**src/rtl/riscv_pkg.sv**
```systemverilog
// Shared fetch-stage definitions: bubble instruction, BTB entry layout and
// 2-bit branch-predictor counter states.
package riscv_pkg;

    localparam logic [31:0] NOP_INST = 32'h0000_0013;

    localparam logic [1:0] SNT = 2'b00;
    localparam logic [1:0] WNT = 2'b01;
    localparam logic [1:0] WT  = 2'b10;
    localparam logic [1:0] ST  = 2'b11;

    // Tag is kept at full width; unused upper bits are constant and trim away.
    typedef struct packed {
        logic        valid;
        logic [31:0] tag;
        logic [31:0] target;
        logic [1:0]  ctr;
    } btb_entry_t;

endpackage

```
**src/rtl/btb.sv**
```systemverilog
// Direct-mapped branch target buffer with 2-bit saturating counters:
// combinational lookup port, clocked update port.
module btb
    import riscv_pkg::*;
#(
    parameter int IDX_W = 4
) (
    input  logic        clk_i,
    input  logic        rst_ni,
    input  logic [31:0] lookup_pc_i,
    output logic        hit_o,
    output logic [31:0] target_o,
    input  logic        upd_valid_i,
    input  logic [31:0] upd_pc_i,
    input  logic [31:0] upd_target_i,
    input  logic        upd_taken_i
);

    localparam int N = 1 << IDX_W;

    btb_entry_t       tab_q [N];
    logic [IDX_W-1:0] lk_idx;
    logic [IDX_W-1:0] up_idx;
    logic [31:0]      lk_tag;
    logic [31:0]      up_tag;
    btb_entry_t       lk_e;
    btb_entry_t       up_e;
    btb_entry_t       up_d;
    logic             up_match;

    assign lk_idx   = lookup_pc_i[IDX_W+1:2];
    assign lk_tag   = lookup_pc_i >> (IDX_W + 2);
    assign lk_e     = tab_q[lk_idx];
    assign hit_o    = lk_e.valid && (lk_e.tag == lk_tag) && lk_e.ctr[1];
    assign target_o = lk_e.target;

    assign up_idx   = upd_pc_i[IDX_W+1:2];
    assign up_tag   = upd_pc_i >> (IDX_W + 2);
    assign up_e     = tab_q[up_idx];
    assign up_match = up_e.valid && (up_e.tag == up_tag);

    always_comb begin
        up_d = up_e;
        if (upd_taken_i) begin
            if (up_match) begin
                up_d.target = upd_target_i;
                up_d.ctr    = (up_e.ctr == ST) ? ST : up_e.ctr + 2'd1;
            end else begin
                up_d.valid  = 1'b1;
                up_d.tag    = up_tag;
                up_d.target = upd_target_i;
                up_d.ctr    = WT;
            end
        end else if (up_match) begin
            up_d.ctr = (up_e.ctr == SNT) ? SNT : up_e.ctr - 2'd1;
        end
    end

    always_ff @(posedge clk_i or negedge rst_ni) begin
        if (!rst_ni) begin
            for (int i = 0; i < N; i++) begin
                tab_q[i] <= '{valid: 1'b0, tag: 32'd0, target: 32'd0, ctr: WNT};
            end
        end else if (upd_valid_i) begin
            tab_q[up_idx] <= up_d;
        end
    end

endmodule

```
**src/rtl/if_stage_btb.sv**
```systemverilog
// Instruction-fetch stage: PC register, BTB-predicted next PC and the IF/ID
// pipeline register feeding decode.
module if_stage_btb #(
    parameter logic [31:0] RESET_PC  = 32'h0000_0000,
    parameter int          BTB_IDX_W = 4,
    parameter logic [31:0] NOP_INST  = riscv_pkg::NOP_INST
) (
    input  logic        clk_i,
    input  logic        rst_ni,
    input  logic        enable_i,
    input  logic        reset_i,
    input  logic        redirect_i,
    input  logic [31:0] redirect_pc_i,
    input  logic        upd_valid_i,
    input  logic [31:0] upd_pc_i,
    input  logic [31:0] upd_target_i,
    input  logic        upd_taken_i,
    output logic [31:0] imem_addr_o,
    output logic        imem_req_o,
    input  logic [31:0] imem_rdata_i,
    input  logic        imem_ready_i,
    output logic [31:0] inst_d_o,
    output logic [31:0] pc_d_o,
    output logic [31:0] pc4_d_o,
    output logic        hit_d_o
);

    logic [31:0] pc_q,   pc_d;
    logic [31:0] inst_q, inst_d;
    logic [31:0] ipc_q,  ipc_d;
    logic [31:0] ipc4_q, ipc4_d;
    logic        hit_q,  hit_d;
    logic        pred_hit;
    logic [31:0] pred_tgt;
    logic [31:0] pc_plus4;
    logic [31:0] pred_pc;

    btb #(.IDX_W(BTB_IDX_W)) u_btb (
        .clk_i        (clk_i),
        .rst_ni       (rst_ni),
        .lookup_pc_i  (pc_q),
        .hit_o        (pred_hit),
        .target_o     (pred_tgt),
        .upd_valid_i  (upd_valid_i),
        .upd_pc_i     (upd_pc_i),
        .upd_target_i (upd_target_i),
        .upd_taken_i  (upd_taken_i)
    );

    assign pc_plus4 = pc_q + 32'd4;
    assign pred_pc  = pred_hit ? pred_tgt : pc_plus4;

    always_comb begin
        pc_d   = pc_q;
        inst_d = inst_q;
        ipc_d  = ipc_q;
        ipc4_d = ipc4_q;
        hit_d  = hit_q;
        if (redirect_i) begin
            pc_d   = redirect_pc_i;
            inst_d = NOP_INST;
            ipc_d  = 32'd0;
            ipc4_d = 32'd0;
            hit_d  = 1'b0;
        end else if (enable_i) begin
            if (imem_ready_i) begin
                pc_d = pred_pc;
            end
            // A flush still lets the accepted word advance the PC.
            if (reset_i || !imem_ready_i) begin
                inst_d = NOP_INST;
                ipc_d  = 32'd0;
                ipc4_d = 32'd0;
                hit_d  = 1'b0;
            end else begin
                inst_d = imem_rdata_i;
                ipc_d  = pc_q;
                ipc4_d = pc_plus4;
                hit_d  = pred_hit;
            end
        end
    end

    always_ff @(posedge clk_i or negedge rst_ni) begin
        if (!rst_ni) begin
            pc_q   <= RESET_PC;
            inst_q <= NOP_INST;
            ipc_q  <= 32'd0;
            ipc4_q <= 32'd0;
            hit_q  <= 1'b0;
        end else begin
            pc_q   <= pc_d;
            inst_q <= inst_d;
            ipc_q  <= ipc_d;
            ipc4_q <= ipc4_d;
            hit_q  <= hit_d;
        end
    end

    assign imem_addr_o = pc_q;
    assign imem_req_o  = rst_ni;
    assign inst_d_o    = inst_q;
    assign pc_d_o      = ipc_q;
    assign pc4_d_o     = ipc4_q;
    assign hit_d_o     = hit_q;

endmodule

```
**config.mk**
```make
export PLATFORM = sky130hd
export DESIGN_NAME = if_stage_btb
export DESIGN_NICKNAME = d
export VERILOG_FILES = /design/src/rtl/riscv_pkg.sv /design/src/rtl/btb.sv /design/src/rtl/if_stage_btb.sv
export SDC_FILE = /design/constraint.sdc
export NUM_CORES = 2
export LEC_CHECK = 0
export CAP_MARGIN = 5
export CORE_MARGIN = 2
export CORE_UTILIZATION = 54
export DETAILED_ROUTE_END_ITERATION = 12
export PLACE_DENSITY = 0.71
export SETUP_SLACK_MARGIN = 0.02
export SYNTH_ARGS = -nofsm -noshare
export SYNTH_HDL_FRONTEND = slang
export SYNTH_SLANG_ARGS = --single-unit
```
**constraint.sdc**
```tcl
create_clock -name clk_i -period 4.8 [get_ports clk_i]
set_input_delay 0.72 -clock clk_i [delete_from_list [all_inputs] [get_ports clk_i]]
set_output_delay 0.72 -clock clk_i [all_outputs]
set_load 0.02 [all_outputs]
```
==> flow_metrics.py <==
metrics = {
    "global_routing": {
        "grt_pass1_wl_mm": 282,
        "antenna_found_initial": 7,
        "first_global_vias": 45700,
        "grt_overflow": 0,
        "grt_max_degree": 169,
        "grt_usage_pct": 32.8,
    },
    "sta": {
        "tightest_slew_ns": 1.18,
        "fmax_mhz": 227,
        "setup_viol": 0,
        "min_period_over_period_pct": 91.8,
        "slew_headroom_pct": 21.0,
        "fin_crit_ns": 4.40,
        "worst_slack_ns": 0.395,
        "hold_violations": 0,
        "finalSetupTns_ns": 0,
        "finClkSkew_ns": 0.0293,
        "rsz0062_at_grt": "false",
        "maxSlewViolCount": 0,
    },
    "finish": {
        "final_cell_mix": "dfrtp_1, nand2_1, o21ai_0, mux4_2, o21ai_1",
        "final_common_cell": "dfrtp_1",
        "area_delta_synth_final_pct": 15.1,
        "num-nets-final": 5647,
        "final_layout_size_suffix_gt1_share_pct": 18.0,
    },
    "flow_run": {
        "cap_viol_max_count": 0,
    },
    "synth": {
        "yosys.area_share.adder_pct": 0.0375,
        "avgSynthCellArea_sq_um": 11.1,
        "netlist_area_sq_mm": 0.0600,
        "synth_edf_count": 0,
        "synth_seq_cells": 1199,
        "synth-compound-area-share_pct": 14.8,
        "synth_mux_area_share_pct": 21.7,
        "post_synth_num_cell_types": 58,
        "synth_fp_nets": 5550,
        "synth_top_area_share_pct": 49.2,
        "synthSimpleGateAreaFrac_pct": 8.63,
        "yosysWarnings": 0,
        "synth_top_family_by_area": "multiplexers",
        "synthFlopType": "dfrtp_1",
        "ys_async_sr_fraction_pct": 100,
        "yosysTopAreaCell": "dfrtp_1",
        "synthTopCellsByArea": "dfrtp_1, mux4_2, o21ai_0",
        "synth_xor_xnor_area_share_pct": 1.23,
        "synth_cells": 5413,
        "ys_seq_area_share_pct": 50.0,
    },
    "clock_tree": {
        "cts-root-buf": "clkbuf_16",
        "clock_latency_ns": 0.74,
        "cts_tree": "built",
        "clkTransAtPathRegs_ns": 0.07,
        "cts_buffer_depth": 3,
        "numCtsBuffers": 120,
        "cts_resized": 0,
        "post_cts_buffers": 0,
        "ctsHoldBuffers": 1,
        "cts-htree-levels": 3,
        "clock_sinks": 1199,
    },
    "placement": {
        "place_ws_ns": 0.169,
        "numPortBuffers": 263,
        "place_hpwl_mm": 112,
        "gp_congestion": 0.865,
    },
    "critical_path": {
        "startpoint": "imem_addr_o[2]",
        "cp_common_cell": "buf_4",
        "r2r-start": "imem_addr_o[2]",
        "start_kind": "register",
        "cp_slowest_stage_delay_ns": 0.75,
        "crit_family": "compound AO/OA/AOI/OAI gates",
        "arrival_ns": 5.02,
        "critPathCaptureType": "register",
        "path_class": "register to register",
        "crit_chain": "buf_4 > buf_4 > mux4_2 > a22o_1 > a221oi_1 > buf_4 > xnor2_1 > a211oi_1 > nand4_1 > nor4_4 > buf_12 > a31oi_1 > a221o_1",
        "crit_required_ns": 5.42,
        "crit_slowest_cell": "dfrtp_4",
        "critPathMaxFanout": 33,
        "path_buf_inv": 4,
    },
    "route": {
        "dr_total_vias": 46000,
        "routed_via_density": 6.47,
        "wire_per_inst_microns": 26.0,
        "first_pass_iters": 7,
        "routed_wl_mm": 185,
        "drtIter0Drc": 5259,
        "route.detailed.drc": 0,
        "antenna_left": 0,
    },
    "die": {
        "die_w_microns": 337,
        "core_sq_mm": 0.111,
        "rows": 122,
        "dieArea_sq_mm": 0.114,
        "initial_core_util_pct": 54.3,
        "io-pin-count": 266,
        "die_height_microns": 337,
    },
    "worst_hold_path": {
        "hold_start": "u_btb.tab_q[938]",
        "min_path_type": "register to register",
    },
    "power": {
        "pwr_density_cell_mw_per_mm2": 445,
        "p_leak_nw": 29.8,
        "vdd_drop_max_mv": 0.323,
    },
    "status": {
        "status": "finished, final reports clean",
    },
}
registers in the layout (all words and copies together) (netlist names):
signal       flops
inst_d_o        32
hit_d_o          1
pc4_d_o         30
pc_d_o          32
imem_addr_o     32
u_btb.tab_q   1072
worst min-delay path, cell delays in order, from the launching register on:
cell	delay (ns)
dfstp_2	0.37
nand2_1	0.04
o21ai_0	0.06
layer usage:
layer  vias to the layer above  GRT usage, %  routed length, microns
met4                         8          13.1                    7610
met5                         -             0                      57
met3                       460          8.10                   19100
li1                      20000             -                       -
met1                     23200          44.5                   72600
met2                      2316          51.2                   85300
Yosys cell counts, types with 45 or more instances:
| cell type | n |
|---|---|
| dfrtp_1 | 1180 |
| nand2_1 | 1176 |
| o21ai_0 | 904 |
| mux4_2 | 455 |
| clkbuf_1 | 401 |
| o21ai_1 | 270 |
| mux2i_1 | 227 |
| a22oi_1 | 121 |
| a22o_1 | 104 |
| buf_2 | 86 |
| xnor2_1 | 58 |
| a21oi_1 | 45 |
| a221oi_1 | 45 |
cell families after synthesis:
logic type	count (synthesis)
AND/OR/NAND/NOR	1312
adder cells (fa/ha/maj)	2
XOR/XNOR	84
AO/OA/AOI/OAI	1554
multiplexers	725
buffers and inverters	537
flip-flops	1199
where the power goes:
group / total, mW / internal (mW) / leakage [nW] / switching, mW
clock: 9.92 / 5.77 / 2.07 / 4.16
sequential: 13.7 / 12.1 / 15.7 / 1.63
combinational: 7.05 / 3.43 / 12.1 / 3.62
total: 30.7 / 21.3 / 29.8 / 9.41
through the flow:
stage,total power [mW],utilization (%),instance area [sq um],std cells,hold WS (ns)
after floorplan,18.2,-,60000,5413,0.424
after global placement,20.4,58.7,64900,6875,0.465
after detailed placement,20.8,58.7,64900,6875,0.473
after CTS,30.7,62.5,69100,7103,0.482
after global routing,32.1,62.5,69100,7104,0.498
final,30.7,62.5,69100,7105,0.481
worst paths after layout:
kind | end | slack (ns) | depth (start not counted)
hold / removal | u_btb.tab_q[938] | 0.48 | 2
setup / recovery | imem_addr_o[0] | 0.40 | 13
max in group asynchronous | u_btb.tab_q[412] | 2.29 | 4
setup reg to reg | imem_addr_o[0] | 0.40 | 13
min in group asynchronous | u_btb.tab_q[587] | 0.59 | 2
hold reg to reg | u_btb.tab_q[938] | 0.48 | 2
cell type report:
| cell class | count | area [sq um] |
|---|---|---|
| Antenna cell | 2 | 5.00 |
| Clock buffer | 166 | 3410 |
| Clock inverter | 61 | 752 |
| Fill cell | 8549 | 41500 |
| Inverter | 4 | 15.0 |
| Multi-Input combinational cell | 3677 | 28000 |
| Sequential cell | 1199 | 30000 |
| Tap cell | 1488 | 1860 |
| Timing Repair Buffer | 508 | 4970 |
Note: power is estimated with default switching activity, not from simulation.
